$ cat src/rtl/serial_word_rx_pkg.sv
// serial_word_rx_pkg
//   Shared definitions for the serial word receiver:
//     rx_state_t  - receiver FSM states (IDLE, SHIFT, FULL)
//     OVR_CNT_W   - width of the optional overrun counter
//     OVR_CNT_MAX - value at which the overrun counter saturates
package serial_word_rx_pkg;

    typedef enum logic [1:0] {
        IDLE  = 2'd0,   // no bits collected
        SHIFT = 2'd1,   // partial word collected
        FULL  = 2'd2    // complete word waiting for latch
    } rx_state_t;

    localparam int                   OVR_CNT_W   = 16;
    localparam logic [OVR_CNT_W-1:0] OVR_CNT_MAX = 16'hFFFF;

endpackage

$ cat src/rtl/sync_edge_det.sv
// sync_edge_det
//   Two-flop synchronizer for an asynchronous input followed by a
//   rising-edge detector producing a one-clk pulse.
//
//   Ports:
//     clk    in  system clock
//     n_rst  in  asynchronous active-low reset (all flops clear to 0)
//     din    in  asynchronous input
//     pulse  out one-clk pulse on each synchronized rising edge
//
//   After reset the synchronizer holds zeros that do not reflect the real
//   input. The detector is only armed once a genuine post-reset sample of
//   the input has been seen low, so a line held high through reset release
//   never looks like a rising edge.
module sync_edge_det (
    input  logic clk,
    input  logic n_rst,
    input  logic din,
    output logic pulse
);

    logic [1:0] sync_reg;     // [0] first flop, [1] second flop
    logic       hist_reg;     // previous synchronized value
    logic [1:0] settle_reg;   // fills with ones as real samples reach sync_reg[1]
    logic       armed_reg;

    always_ff @(posedge clk or negedge n_rst) begin
        if (!n_rst) begin
            sync_reg   <= 2'b00;
            hist_reg   <= 1'b0;
            settle_reg <= 2'b00;
            armed_reg  <= 1'b0;
        end else begin
            sync_reg   <= {sync_reg[0], din};
            hist_reg   <= sync_reg[1];
            settle_reg <= {settle_reg[0], 1'b1};
            if (settle_reg[1] && !sync_reg[1]) begin
                armed_reg <= 1'b1;
            end
        end
    end

    assign pulse = armed_reg & sync_reg[1] & ~hist_reg;

endmodule

$ cat src/rtl/serial_word_rx.sv
// serial_word_rx
//   Receives a serial bit stream clocked by an external shift clock and
//   framed by an external latch strobe, and hands complete words to a
//   consumer with a valid/ready handshake.
//
//   Parameters:
//     NUM_BITS   word width (2..256)
//     SHIFT_MSB  0: first received bit ends in word bit 0
//                1: first received bit ends in word bit NUM_BITS-1
//
//   Ports:
//     clk          in  system clock
//     n_rst        in  asynchronous active-low reset
//     sclk_in      in  async shift clock, data taken on its rising edge
//     sdata_in     in  async serial data
//     latch_in     in  async word-boundary strobe, rising edge active
//     word_ready   in  consumer ready
//     word_out     out last accepted word
//     word_valid   out word_out holds an unconsumed word
//     bit_count    out bits shifted into the current word
//     frame_err    out one-clk pulse on a malformed word
//     overrun      out one-clk pulse when a complete word is dropped
//     overrun_cnt  out saturating overrun count (only with macro
//                      SERIAL_WORD_RX_OVERRUN_CNT_EN defined)
module serial_word_rx
    import serial_word_rx_pkg::*;
#(
    parameter int NUM_BITS  = 64,
    parameter int SHIFT_MSB = 0
) (
    input  logic                         clk,
    input  logic                         n_rst,
    input  logic                         sclk_in,
    input  logic                         sdata_in,
    input  logic                         latch_in,
    input  logic                         word_ready,
    output logic [NUM_BITS-1:0]          word_out,
    output logic                         word_valid,
    output logic [$clog2(NUM_BITS+1)-1:0] bit_count,
    output logic                         frame_err,
    output logic                         overrun
`ifdef SERIAL_WORD_RX_OVERRUN_CNT_EN
    ,
    output logic [OVR_CNT_W-1:0]         overrun_cnt
`endif
);

    localparam int CW = $clog2(NUM_BITS+1);

    logic                sclk_edge;
    logic                latch_edge;
    logic [1:0]          sdata_sync_reg;

    rx_state_t           state_reg, state_next, state_mid;
    logic [CW-1:0]       cnt_reg, cnt_next, cnt_mid;
    logic [NUM_BITS-1:0] sr_reg, sr_next, sr_mid;
    logic [NUM_BITS-1:0] word_reg, word_next;
    logic                valid_reg, valid_next;
    logic                ferr_reg, ferr_next;
    logic                ovr_reg, ovr_next;
    logic                transfer;

    sync_edge_det u_sclk_det (
        .clk   (clk),
        .n_rst (n_rst),
        .din   (sclk_in),
        .pulse (sclk_edge)
    );

    sync_edge_det u_latch_det (
        .clk   (clk),
        .n_rst (n_rst),
        .din   (latch_in),
        .pulse (latch_edge)
    );

    // Data only needs to be stable; it shares the sclk synchronizer depth
    // so the sampled bit lines up with the detected shift edge.
    always_ff @(posedge clk or negedge n_rst) begin
        if (!n_rst) begin
            sdata_sync_reg <= 2'b00;
        end else begin
            sdata_sync_reg <= {sdata_sync_reg[0], sdata_in};
        end
    end

    function automatic logic [NUM_BITS-1:0] shift_in(
        input logic [NUM_BITS-1:0] sr,
        input logic                b
    );
        if (SHIFT_MSB != 0) begin
            return {sr[NUM_BITS-2:0], b};
        end else begin
            return {b, sr[NUM_BITS-1:1]};
        end
    endfunction

    always_ff @(posedge clk or negedge n_rst) begin
        if (!n_rst) begin
            state_reg <= IDLE;
            cnt_reg   <= '0;
            sr_reg    <= '0;
            word_reg  <= '0;
            valid_reg <= 1'b0;
            ferr_reg  <= 1'b0;
            ovr_reg   <= 1'b0;
        end else begin
            state_reg <= state_next;
            cnt_reg   <= cnt_next;
            sr_reg    <= sr_next;
            word_reg  <= word_next;
            valid_reg <= valid_next;
            ferr_reg  <= ferr_next;
            ovr_reg   <= ovr_next;
        end
    end

    always_comb begin
        state_mid  = state_reg;
        cnt_mid    = cnt_reg;
        sr_mid     = sr_reg;
        transfer   = 1'b0;
        ferr_next  = 1'b0;
        ovr_next   = 1'b0;
        word_next  = word_reg;
        valid_next = valid_reg;

        // Latch is resolved first; a coincident shift edge then starts the
        // next word from an empty register.
        if (latch_edge) begin
            if (state_reg == FULL) begin
                transfer = 1'b1;
            end else begin
                ferr_next = 1'b1;
            end
            state_mid = IDLE;
            cnt_mid   = '0;
            sr_mid    = '0;
        end

        state_next = state_mid;
        cnt_next   = cnt_mid;
        sr_next    = sr_mid;

        if (sclk_edge) begin
            if (state_mid == FULL) begin
                // Extra bit: reported, ignored, word stays deliverable.
                ferr_next = 1'b1;
            end else begin
                sr_next    = shift_in(sr_mid, sdata_sync_reg[1]);
                cnt_next   = cnt_mid + CW'(1);
                state_next = (cnt_mid == CW'(NUM_BITS-1)) ? FULL : SHIFT;
            end
        end

        if (transfer) begin
            if (valid_reg && !word_ready) begin
                ovr_next = 1'b1;
            end else begin
                word_next  = sr_reg;
                valid_next = 1'b1;
            end
        end else if (valid_reg && word_ready) begin
            valid_next = 1'b0;
        end
    end

    assign word_out   = word_reg;
    assign word_valid = valid_reg;
    assign bit_count  = cnt_reg;
    assign frame_err  = ferr_reg;
    assign overrun    = ovr_reg;

`ifdef SERIAL_WORD_RX_OVERRUN_CNT_EN
    logic [OVR_CNT_W-1:0] ovr_cnt_reg;

    // Counts alongside the pulse so the count and pulse appear together.
    always_ff @(posedge clk or negedge n_rst) begin
        if (!n_rst) begin
            ovr_cnt_reg <= '0;
        end else if (ovr_next && (ovr_cnt_reg != OVR_CNT_MAX)) begin
            ovr_cnt_reg <= ovr_cnt_reg + 1'b1;
        end
    end

    assign overrun_cnt = ovr_cnt_reg;
`endif

endmodule
$ cat config.mk
export PLATFORM = sky130hd
export DESIGN_NAME = serial_word_rx
export DESIGN_NICKNAME = d
export VERILOG_FILES = /design/src/rtl/serial_word_rx_pkg.sv /design/src/rtl/sync_edge_det.sv /design/src/rtl/serial_word_rx.sv
export SDC_FILE = /design/constraint.sdc
export NUM_CORES = 1
export LEC_CHECK = 0
export CAP_MARGIN = 40
export CORE_UTILIZATION = 40
export DETAILED_ROUTE_END_ITERATION = 6
export DONT_BUFFER_PORTS = 1
export MAX_ROUTING_LAYER = met4
export PLACE_DENSITY = 0.58
export SYNTH_ARGS = -nofsm -noshare
export SYNTH_HDL_FRONTEND = slang
export SYNTH_SLANG_ARGS = --single-unit
$ cat constraint.sdc
create_clock -name clk -period 2.39 [get_ports clk]
set_clock_uncertainty 0.2 [all_clocks]
set_input_delay 0.478 -clock clk [delete_from_list [all_inputs] [get_ports clk]]
set_output_delay 0.478 -clock clk [all_outputs]
set_load 0.01 [all_outputs]
==> results_dict.tcl, run 1 <==
set metrics [dict create \
    port_buffers 0 \
    whs_ns -0.4490 \
    cts_tree "built" \
    setup_viol 0 \
    gp_congestion 0.7583 \
    drt_iter0_markers 341 \
    synth-simple-area-share_pct 8.608 \
    cp_data_arrival_time_ns 2.26 \
    grt_pass1_wl_um 20820 \
    finalCriticalPeriod_ns 2.119 \
    cts_buffers 17 \
    slowest_stage "or4_1" \
    crit_path_start_kind "register" \
    p_int_mw 4.352 \
    synth_area_mm2 0.006120 \
    endpoint_kind "register" \
    vias 3893 \
    ys_ff_latch 152 \
    max_cap_violations 0 \
    cts_setup_buffers 0 \
    switching_power_mw 1.144 \
    relSlewSlack_pct 50.63 \
    max_stage_delay_ns 0.50 \
    synth_top_family_by_area "compound AO/OA/AOI/OAI gates" \
    power_density_mw_per_mm2 801.9 \
    core_mm2 0.01475 \
    status "complete, but fails checks" \
    drt-total-wl_um 12050 \
    ys_seq_area_share_pct 62.15 \
    holdCritPathClass "input pin to async pin" \
    dpl.hpwl_um 6972 \
    critPathKind "register to register" \
    grt_pass1_vias 4000 \
    worst_pin_slew_ns 0.7406 \
    violations "DRC, hold timing" \
    post-route-period-util_pct 88.65 \
    syn_nets 517 \
    synthMuxAreaShare_pct 12.10 \
    p_seq_share_pct 47.8 \
    p_leak_nw 3.130 \
    max_freq_ghz 0.4720 \
    cpLargestDelayFamily "simple AND/OR/NAND/NOR gates" \
    dieHeight_um 125.7 \
    row_count 44 \
    stdcell_area_mm2 0.006854 \
    postPlaceCellArea_mm2 0.006212 \
    design.die.area_mm2 0.01580 \
    top_usage_layer "met2" \
    hold_buffers 3 \
    finalHoldViolCount 152 \
    cts_resized 0 \
    grt_use_total_pct 17.22 \
    synth_cell_types 33 \
    drc 5 \
    grt_setup_unrepaired "false" \
    drive_gt1_share_pct 21.57 \
    wire_per_inst_um 17.36 \
    path_clk_slew_ns 0.06 \
    tns_ns 0 \
    ir_worst_vdd_mv 0.4405 \
    worstPathRequired_ns 2.53 \
    postSynthCellCount 510 \
    use_met3_pct 6.202 \
    synthToLayoutAreaGrowth_pct 12.00 \
    ant_nets 0 \
    grt_util_met1_pct 22.02 \
    grt_max_degree 153 \
    crit_path_cell_trace "nand3b_1 -> and2_1 -> ha_1 -> nand3_1 -> or4_1 -> a21oi_1" \
    ys.warnings.count 0 \
    synth-compound-area-share_pct 12.55 \
    drv_slew 0 \
    pwr-share-comb_pct 2.1 \
    synth-xor-area-share_pct 0 \
    grt-ovfl-total 0 \
    cts.htree.levels 4 \
    antenna_found_initial 0 \
    ioPinCount 80 \
    dieWidth_um 125.7 \
    dr.pass1.iters 7 \
    crit_fanout 8 \
    clk_latency_ns 0.42 \
    synth-adder-area-share_pct 0.2045 \
    use_met2_pct 25.23 \
    post-route-util_pct 46.46 \
    initial_utilization_pct 41.48 \
    syn_avg_cell_area_um2 12.00 \
    viasPerCell 5.610 \
    antenna_cells 0 \
    clock_sink_count 152 \
    clkPwrFrac_pct 50.2 \
    ctsRootBufferMaster "clkbuf_16" \
    worstPathBufferInverterCount 0 \
    swShare_pct 20.82 \
    nets 505 \
    cts_buffer_depth 2 \
]
per-stage QoR:
stage | setup WS (ns) | total power, mW | std cells | hold WS [ns]
floorplan | 0.2105 | 2.753 | 510 | -0.01759
global placement | 0.3321 | 2.777 | 660 | -0.01290
detailed placement | 0.2950 | 2.780 | 660 | -0.01093
CTS | 0.2761 | 5.572 | 694 | -0.4742
global route | 0.08783 | 5.693 | 694 | -0.4736
finish | 0.2713 | 5.496 | 694 | -0.4490
final cells by class:
type	count	area, um2
well taps	184	230.2
inverters	3	11.26
flip-flops and latches	152	3804
clock inverters	11	145.1
fillers	1328	7900
multi-input cells	309	2064
repair buffers	15	132.6
clock buffers	20	466.7
layer usage:
layer,part of all wire [%],wire (um)
met5,0,0
met4,0.60,72
met3,6.1,738
met2,47,5675
met1,46,5558
synth_stat cells:
cell type  instances  area, um2
dfrtp_1          152       3804
a21oi_1           68      340.3
o21ai_0           68      340.3
nand3_1           65      325.3
mux2_2            60      675.7
clkbuf_1          22      82.58
buf_2             10      50.05
nand2_1            9      33.78
buf_6              7      78.83
buf_4              4      30.03
mux2_1             4      45.04
nand2b_1           4      25.02
a21o_1             3      22.52
a32o_1             3      30.03
and2_1             3      18.77
buf_1              3      11.26
inv_1              3      11.26
or4_1              3      22.52
and3b_1            2      17.52
mux2i_1            2      20.02
nor4_1             2      12.51
o31ai_1            2      15.01
a22o_1             1      8.760
conb_1             1      3.750
ha_1               1      12.51
nand3_4            1      17.52
nand3b_1           1      7.510
nand3b_4           1      20.02
nand4b_1           1      8.760
nor2b_1            1      6.260
nor3_1             1      5.000
o221a_2            1      11.26
or3_1              1      6.260
worst paths after layout:
check | from | slack, ns | depth (start not counted) | end
setup / recovery | u_latch_det.sync_reg[1]$_DFF_PN0_ | 0.27 | 6 | state_reg[1]$_DFF_PN0_
hold / removal | n_rst | -0.45 | 0 | u_sclk_det.sync_reg[0]$_DFF_PN0_
setup reg to reg | u_latch_det.sync_reg[1]$_DFF_PN0_ | 0.27 | 6 | state_reg[1]$_DFF_PN0_
hold reg to reg | sdata_sync_reg[0]$_DFF_PN0_ | 0.15 | 0 | sdata_sync_reg[1]$_DFF_PN0_
max in group asynchronous | n_rst | 2.20 | 0 | sr_reg[56]$_DFF_PN0_
min in group clk | sdata_sync_reg[0]$_DFF_PN0_ | 0.15 | 0 | sdata_sync_reg[1]$_DFF_PN0_
cell usage in the layout (no fill, tap or decap), types with 4 or more instances in the layout:
master,count
a21oi_1,68
buf_4,11
clkbuf_16,17
dfrtp_1,152
mux2_1,4
mux2_2,60
nand2_1,9
nand3_1,65
o21ai_0,68
power groups by stage:
| stage | Clock, mW | Sequential (mW) | Combinational [mW] |
|---|---|---|---|
| 3_5_place_dp | 0 | 2.67 | 0.109 |
| 5_1_grt | 2.94 | 2.63 | 0.125 |
| 3_3_place_gp | 0 | 2.67 | 0.106 |
| 4_1_cts | 2.84 | 2.62 | 0.112 |
| 6_report | 2.76 | 2.62 | 0.113 |
| 2_1_floorplan | 0 | 2.66 | 0.0901 |
cell families after synthesis:
| logic type | Yosys count |
|---|---|
| compound gates | 146 |
| fa+ha+maj | 1 |
| buf+inv | 49 |
| flops | 152 |
| mux | 66 |
| other cells | 1 |
| simple gates | 95 |
(Power assumes the default switching activity.)
==> inputs of run 2 (changes only) <==
==> constraint.sdc (replaced) <==
create_clock -name clk -period 2.39 [get_ports clk]
set_clock_uncertainty 0.2 [all_clocks]
set_input_delay 0.239 -clock clk [delete_from_list [all_inputs] [get_ports clk]]
set_output_delay 0.239 -clock clk [all_outputs]
set_load 0.01 [all_outputs]
==> run 2 against run 1 <==
- the flow still finishes with violations (DRC, hold timing)
- clock-buffer cell count is 2 lower
- sequential power about the same
- total power rose by 7.2%
- clock power up 14%
- global-route usage is 0.47 points lower
- non-clock buffer count stayed put
- routed wire length decreased by 1.3%
- maximum frequency is 6.4% higher
- critical endpoint unchanged
- largest power group unchanged
- highest routed layer unchanged
==> results_dict.tcl, run 2 (same netlist as run 1, synthesis figures left out) <==
set metrics [dict create \
    status "complete, but fails checks" \
    violations "DRC, hold timing" \
    initial_utilization_pct 41.48 \
    drv_slew 0 \
    ant_nets 0 \
    grt_setup_unrepaired "false" \
    row_count 44 \
    gp_congestion 0.7821 \
    nets 505 \
    layout_common_cells "dfrtp_1, a21oi_1, o21ai_0" \
    cts_tree "built" \
    finalCriticalPeriod_ns 1.992 \
    cts.htree.levels 4 \
    cts_resized 0 \
    cp_data_arrival_time_ns 2.14 \
    ctsRootBufferMaster "clkbuf_16" \
    worstPathRequired_ns 2.53 \
    clock_sink_count 152 \
    dr.pass1.iters 6 \
    grt-ovfl-total 0 \
    hold_buffers 4 \
    design.die.area_mm2 0.01580 \
    ioPinCount 80 \
    power_density_mw_per_mm2 848.9 \
    relSlewSlack_pct 49.59 \
    p_seq_share_pct 44.5 \
    path_clk_slew_ns 0.06 \
    drt-total-wl_um 11890 \
    multiInputGateArea_mm2 0.002064 \
    whs_ns -0.6963 \
    antenna_cells 0 \
    drive_gt1_share_pct 21.33 \
    post-route-util_pct 47.06 \
    regArea_mm2 0.003804 \
    dieWidth_um 125.7 \
    clk_latency_ns 0.43 \
    worst_pin_slew_ns 0.7562 \
    core_mm2 0.01475 \
    cts_setup_buffers 0 \
    p_leak_nw 3.167 \
    vias 3915 \
    placed_cells 659 \
    synthToLayoutAreaGrowth_pct 13.45 \
    worstReg2RegStart "u_latch_det.sync_reg[1]$_DFF_PN0_" \
    grt_pass1_vias 3928 \
    finalHoldViolCount 152 \
    grt_pass1_wl_um 20100 \
    cts_buffers 17 \
    max_stage_delay_ns 0.50 \
    critPathKind "register to register" \
    dieHeight_um 125.7 \
    ff2ff_path_depth 6 \
    switching_power_mw 1.185 \
    final_cells 695 \
    port_buffers 0 \
    wire_per_inst_um 17.11 \
    holdCritPathClass "input pin to async pin" \
    clkPwrFrac_pct 53.6 \
    drc 5 \
    slowest_stage "or4_1" \
    viasPerCell 5.633 \
    final_common_cell "dfrtp_1" \
    swShare_pct 20.11 \
    antenna_found_initial 0 \
    drt_iter0_markers 315 \
    ir_worst_vdd_mv 0.4660 \
    dpl.hpwl_um 6887 \
    endpoint_kind "register" \
    grt_max_degree 153 \
    max_cap_violations 0 \
    cts_buffer_depth 2 \
    post-route-period-util_pct 83.33 \
    r2r_setup_slack_ns 0.40 \
    p_int_mw 4.709 \
    pwr-share-comb_pct 1.9 \
    r2r_end "state_reg[1]$_DFF_PN0_" \
    crit_path_start_kind "register" \
    tns_ns 0 \
    crit_path_cell_trace "nand3b_1 -> and2_1 -> ha_1 -> nand3_1 -> or4_1 -> a21oi_1" \
    grt_use_total_pct 16.75 \
    fillCellCount 1324 \
    setup_viol 0 \
    crit_fanout 5 \
    max_freq_ghz 0.5021 \
]
==> run 2: cell types whose count changed in the layout (fill, tap and decap cells not counted) <==
cell,change
bufinv_16,+4
clkinv_2,-3
buf_4,-1
clkbuf_1,+1
clkbuf_8,-3
dlygate4sd3_1,+1
inv_6,+2
clkinv_4,+1
clkinvlp_4,-1
==> run 2: area by class of cell <==
type | count | area share [%]
repair buffers | 15 | 1.946
clock buffers | 18 | 6.181
clock inverters | 14 | 3.875
multi-input cells | 309 | 29.74
flip-flops and latches | 152 | 54.78
well taps | 184 | 3.316
inverters | 3 | 0.1622
==> run 2: metrics by stage <==
step                cell area (um2)  setup WS (ns)  power, mW
floorplan                      6120         0.2105      2.753
global placement               6205         0.4689      2.773
detailed placement             6205         0.3974      2.777
CTS                            6943         0.3987      5.981
global route                   6943         0.2629      6.081
finish                         6943         0.3983      5.894
==> run 2: per-layer routing <==
layer	part of all wire (%)	GRT usage (%)	vias to the layer above
met3	5.4	5.480	19
met5	0	-	-
met2	47	25.03	86
li1	-	-	1800
met4	1.7	7.532	0
met1	46	20.72	2010
==> run 2: critical path, delay by kind of cell, from the launching register on <==
family	cells	cell delay, ns
AND/OR/NAND/NOR	4	0.95
flip-flops	1	0.40
AO/OA/AOI/OAI	1	0.15
adder cells (fa/ha/maj)	1	0.21
==> run 2: how the worst max path moves through the flow <==
stage / from / to / depth (start not counted)
floorplan: u_latch_det.sync_reg[1]$_DFF_PN0_ / state_reg[0]$_DFF_PN0_ / 7
global placement: u_latch_det.sync_reg[1]$_DFF_PN0_ / state_reg[0]$_DFF_PN0_ / 6
detailed placement: u_latch_det.sync_reg[1]$_DFF_PN0_ / state_reg[0]$_DFF_PN0_ / 6
CTS: u_latch_det.sync_reg[1]$_DFF_PN0_ / state_reg[1]$_DFF_PN0_ / 6
global route: u_latch_det.sync_reg[1]$_DFF_PN0_ / state_reg[1]$_DFF_PN0_ / 6
finish: u_latch_det.sync_reg[1]$_DFF_PN0_ / state_reg[1]$_DFF_PN0_ / 6
==> run 2: power by group through the flow <==
stage | Combinational (mW) | Clock (mW) | Sequential [mW]
6_report | 0.114 | 3.16 | 2.62
5_1_grt | 0.124 | 3.33 | 2.63
4_1_cts | 0.112 | 3.25 | 2.62
3_5_place_dp | 0.106 | 0 | 2.67
3_3_place_gp | 0.104 | 0 | 2.67
2_1_floorplan | 0.0901 | 0 | 2.66
==> inputs of run 3 (changes only) <==
--- a/config.mk
+++ b/config.mk
@@ -10,7 +10,7 @@
 export DETAILED_ROUTE_END_ITERATION = 6
 export DONT_BUFFER_PORTS = 1
 export MAX_ROUTING_LAYER = met4
-export PLACE_DENSITY = 0.58
+export PLACE_DENSITY = 0.6
 export SYNTH_ARGS = -nofsm -noshare
 export SYNTH_HDL_FRONTEND = slang
 export SYNTH_SLANG_ARGS = --single-unit
==> constraint.sdc (replaced) <==
create_clock -name clk -period 1.8 [get_ports clk]
set_clock_uncertainty 0.2 [all_clocks]
set_input_delay 0.18 -clock clk [delete_from_list [all_inputs] [get_ports clk]]
set_output_delay 0.18 -clock clk [all_outputs]
set_load 0.01 [all_outputs]
==> run 3 against run 2 <==
- the run ends with DRC, hold timing, setup timing left
- utilization increased by 1.3 points
- setup slack lost 0.42 ns
- clock power up 11%
- routed wire length increased by 6.5%
- critical path depth unchanged
- non-clock buffer count up 16
- design area up 2.7%
- cell count increased by 2.0%
- total power up 22%
- register-to-register slack worse by 0.42 ns
- critical path type unchanged
==> results_dict.tcl, run 3 (same netlist as run 1, synthesis figures left out) <==
set metrics [dict create \
    status "complete, but fails checks" \
    violations "DRC, hold timing, setup timing" \
    cts_buffer_depth 2 \
    setup_viol 8 \
    ioPinCount 80 \
    cts_tree "built" \
    finalHoldViolCount 152 \
    worstPathBufferInverterCount 0 \
    cpLargestDelayFamily "simple AND/OR/NAND/NOR gates" \
    viasPerCell 5.638 \
    p_leak_nw 3.281 \
    drt_iter0_markers 303 \
    nets 521 \
    ctsRootBufferMaster "clkbuf_16" \
    setup_ws_ns -0.01735 \
    dieHeight_um 125.7 \
    holdCritPathClass "input pin to async pin" \
    grt_pass1_vias 4081 \
    worstReg2RegStart "u_latch_det.armed_reg$_DFFE_PN0P_" \
    crit_fanout 5 \
    gp_congestion 0.7685 \
    grt_use_total_pct 17.55 \
    clock_sink_count 152 \
    finalCriticalPeriod_ns 1.817 \
    cts.htree.levels 4 \
    r2r_end "state_reg[0]$_DFF_PN0_" \
    drv_slew 0 \
    whs_ns -0.7385 \
    final_common_cell "dfrtp_1" \
    slowest_stage "dfrtp_1" \
    antenna_found_initial 0 \
    drc 3 \
    cts_buffers 17 \
    stdcell_area_mm2 0.007133 \
    design.die.area_mm2 0.01580 \
    final_cells 709 \
    crit_path_start_kind "register" \
    drt-total-wl_um 12670 \
    placed_cells 668 \
    grt_setup_unrepaired "true" \
    critPathKind "register to register" \
    grt_pass1_wl_um 21260 \
    grt-ovfl-total 0 \
    ir_worst_vdd_mv 0.5538 \
    clk_latency_ns 0.42 \
    wire_per_inst_um 17.87 \
    crit_path_cell_trace "nand3b_1 -> and2_4 -> ha_4 -> nand3_4 -> or3_1 -> o221a_2" \
    port_buffers 0 \
    worstPathRequired_ns 1.90 \
    ant_nets 0 \
    initial_utilization_pct 41.48 \
    row_count 44 \
    max_cap_violations 0 \
    r2r_setup_slack_ns -0.02 \
    hold_buffers 4 \
    antenna_cells 0 \
    grt_max_degree 153 \
    cp_data_arrival_time_ns 1.91 \
    postPlaceCellArea_mm2 0.006362 \
    fillCellCount 1314 \
    dpl.hpwl_um 7418 \
    vias 3997 \
    drive_gt1_share_pct 24.76 \
    synthToLayoutAreaGrowth_pct 16.56 \
    max_stage_delay_ns 0.38 \
    core_mm2 0.01475 \
    dieWidth_um 125.7 \
    layout_common_cells "dfrtp_1, o21ai_0, a21oi_1" \
    dr.pass1.iters 6 \
    post-route-period-util_pct 101.0 \
    max_freq_ghz 0.5503 \
    ff2ff_path_depth 6 \
    endpoint_kind "register" \
    power_density_mw_per_mm2 1011 \
    path_clk_slew_ns 0.06 \
    design_power_total_mw 7.210 \
]
## run 3: what timing repair did
action | in CTS | in global routing
endpoints found under the setup margin | 43 | 61
endpoints found under the hold margin | 157 | 152
buffers inserted | 6 | 0
gates cloned | 1 | 0
pin swaps | 6 | 5
gates resized for setup | 2 | 17
## run 3: metrics by stage
step / setup TNS (ns) / worst slack (ns) / utilization, %
5_1_grt: -2.452 / -0.08872 / 48.35
4_1_cts: -0.4386 / -0.04361 / 47.91
3_3_place_gp: -0.08695 / -0.06939 / 43.12
3_5_place_dp: -0.3807 / -0.1326 / 43.12
2_1_floorplan: -0.6185 / -0.2094 / -
6_report: -0.03630 / -0.01735 / 48.35
## run 3: power breakdown
| group | total (mW) | internal (mW) | switching, mW |
|---|---|---|---|
| Clock | 3.52 | 2.20 | 1.31 |
| Sequential | 3.48 | 3.45 | 0.0259 |
| Combinational | 0.216 | 0.0865 | 0.130 |
## run 3: layer usage
metal	vias up	track usage (%)	wire, um
met3	12	5.480	765
met1	2037	21.79	5605
met2	117	27.16	6132
met5	-	-	0
li1	1831	-	-
met4	0	6.026	166
## run 3: cell type report
cell class,instances,area [um2],area share (%)
Inverter,3,11.26,0.1579
Tap cell,184,230.2,3.228
Clock buffer,23,498.0,6.981
Timing Repair Buffer,31,337.8,4.736
Sequential cell,152,3804,53.32
Multi-Input combinational cell,309,2160,30.28
Clock inverter,7,92.59,1.298
## run 3: worst register-to-register path: stages (launching register included)
cell and delay (ns):
dfrtp_1 0.38, nand3b_1 0.14, and2_4 0.18, ha_4 0.14, nand3_4 0.08, or3_1 0.33, o221a_2 0.24
## run 3: how the worst max path moves through the flow
stage	startpoint	endpoint	depth (start not counted)
after global placement	u_latch_det.sync_reg[1]$_DFF_PN0_	bit_count[4]$_DFF_PN0_	6
after CTS	u_latch_det.armed_reg$_DFFE_PN0P_	bit_count[4]$_DFF_PN0_	6
after detailed placement	u_latch_det.armed_reg$_DFFE_PN0P_	bit_count[4]$_DFF_PN0_	6
final	u_latch_det.armed_reg$_DFFE_PN0P_	state_reg[0]$_DFF_PN0_	6
after global routing	u_latch_det.armed_reg$_DFFE_PN0P_	state_reg[0]$_DFF_PN0_	6
after floorplan	u_latch_det.sync_reg[1]$_DFF_PN0_	bit_count[4]$_DFF_PN0_	7
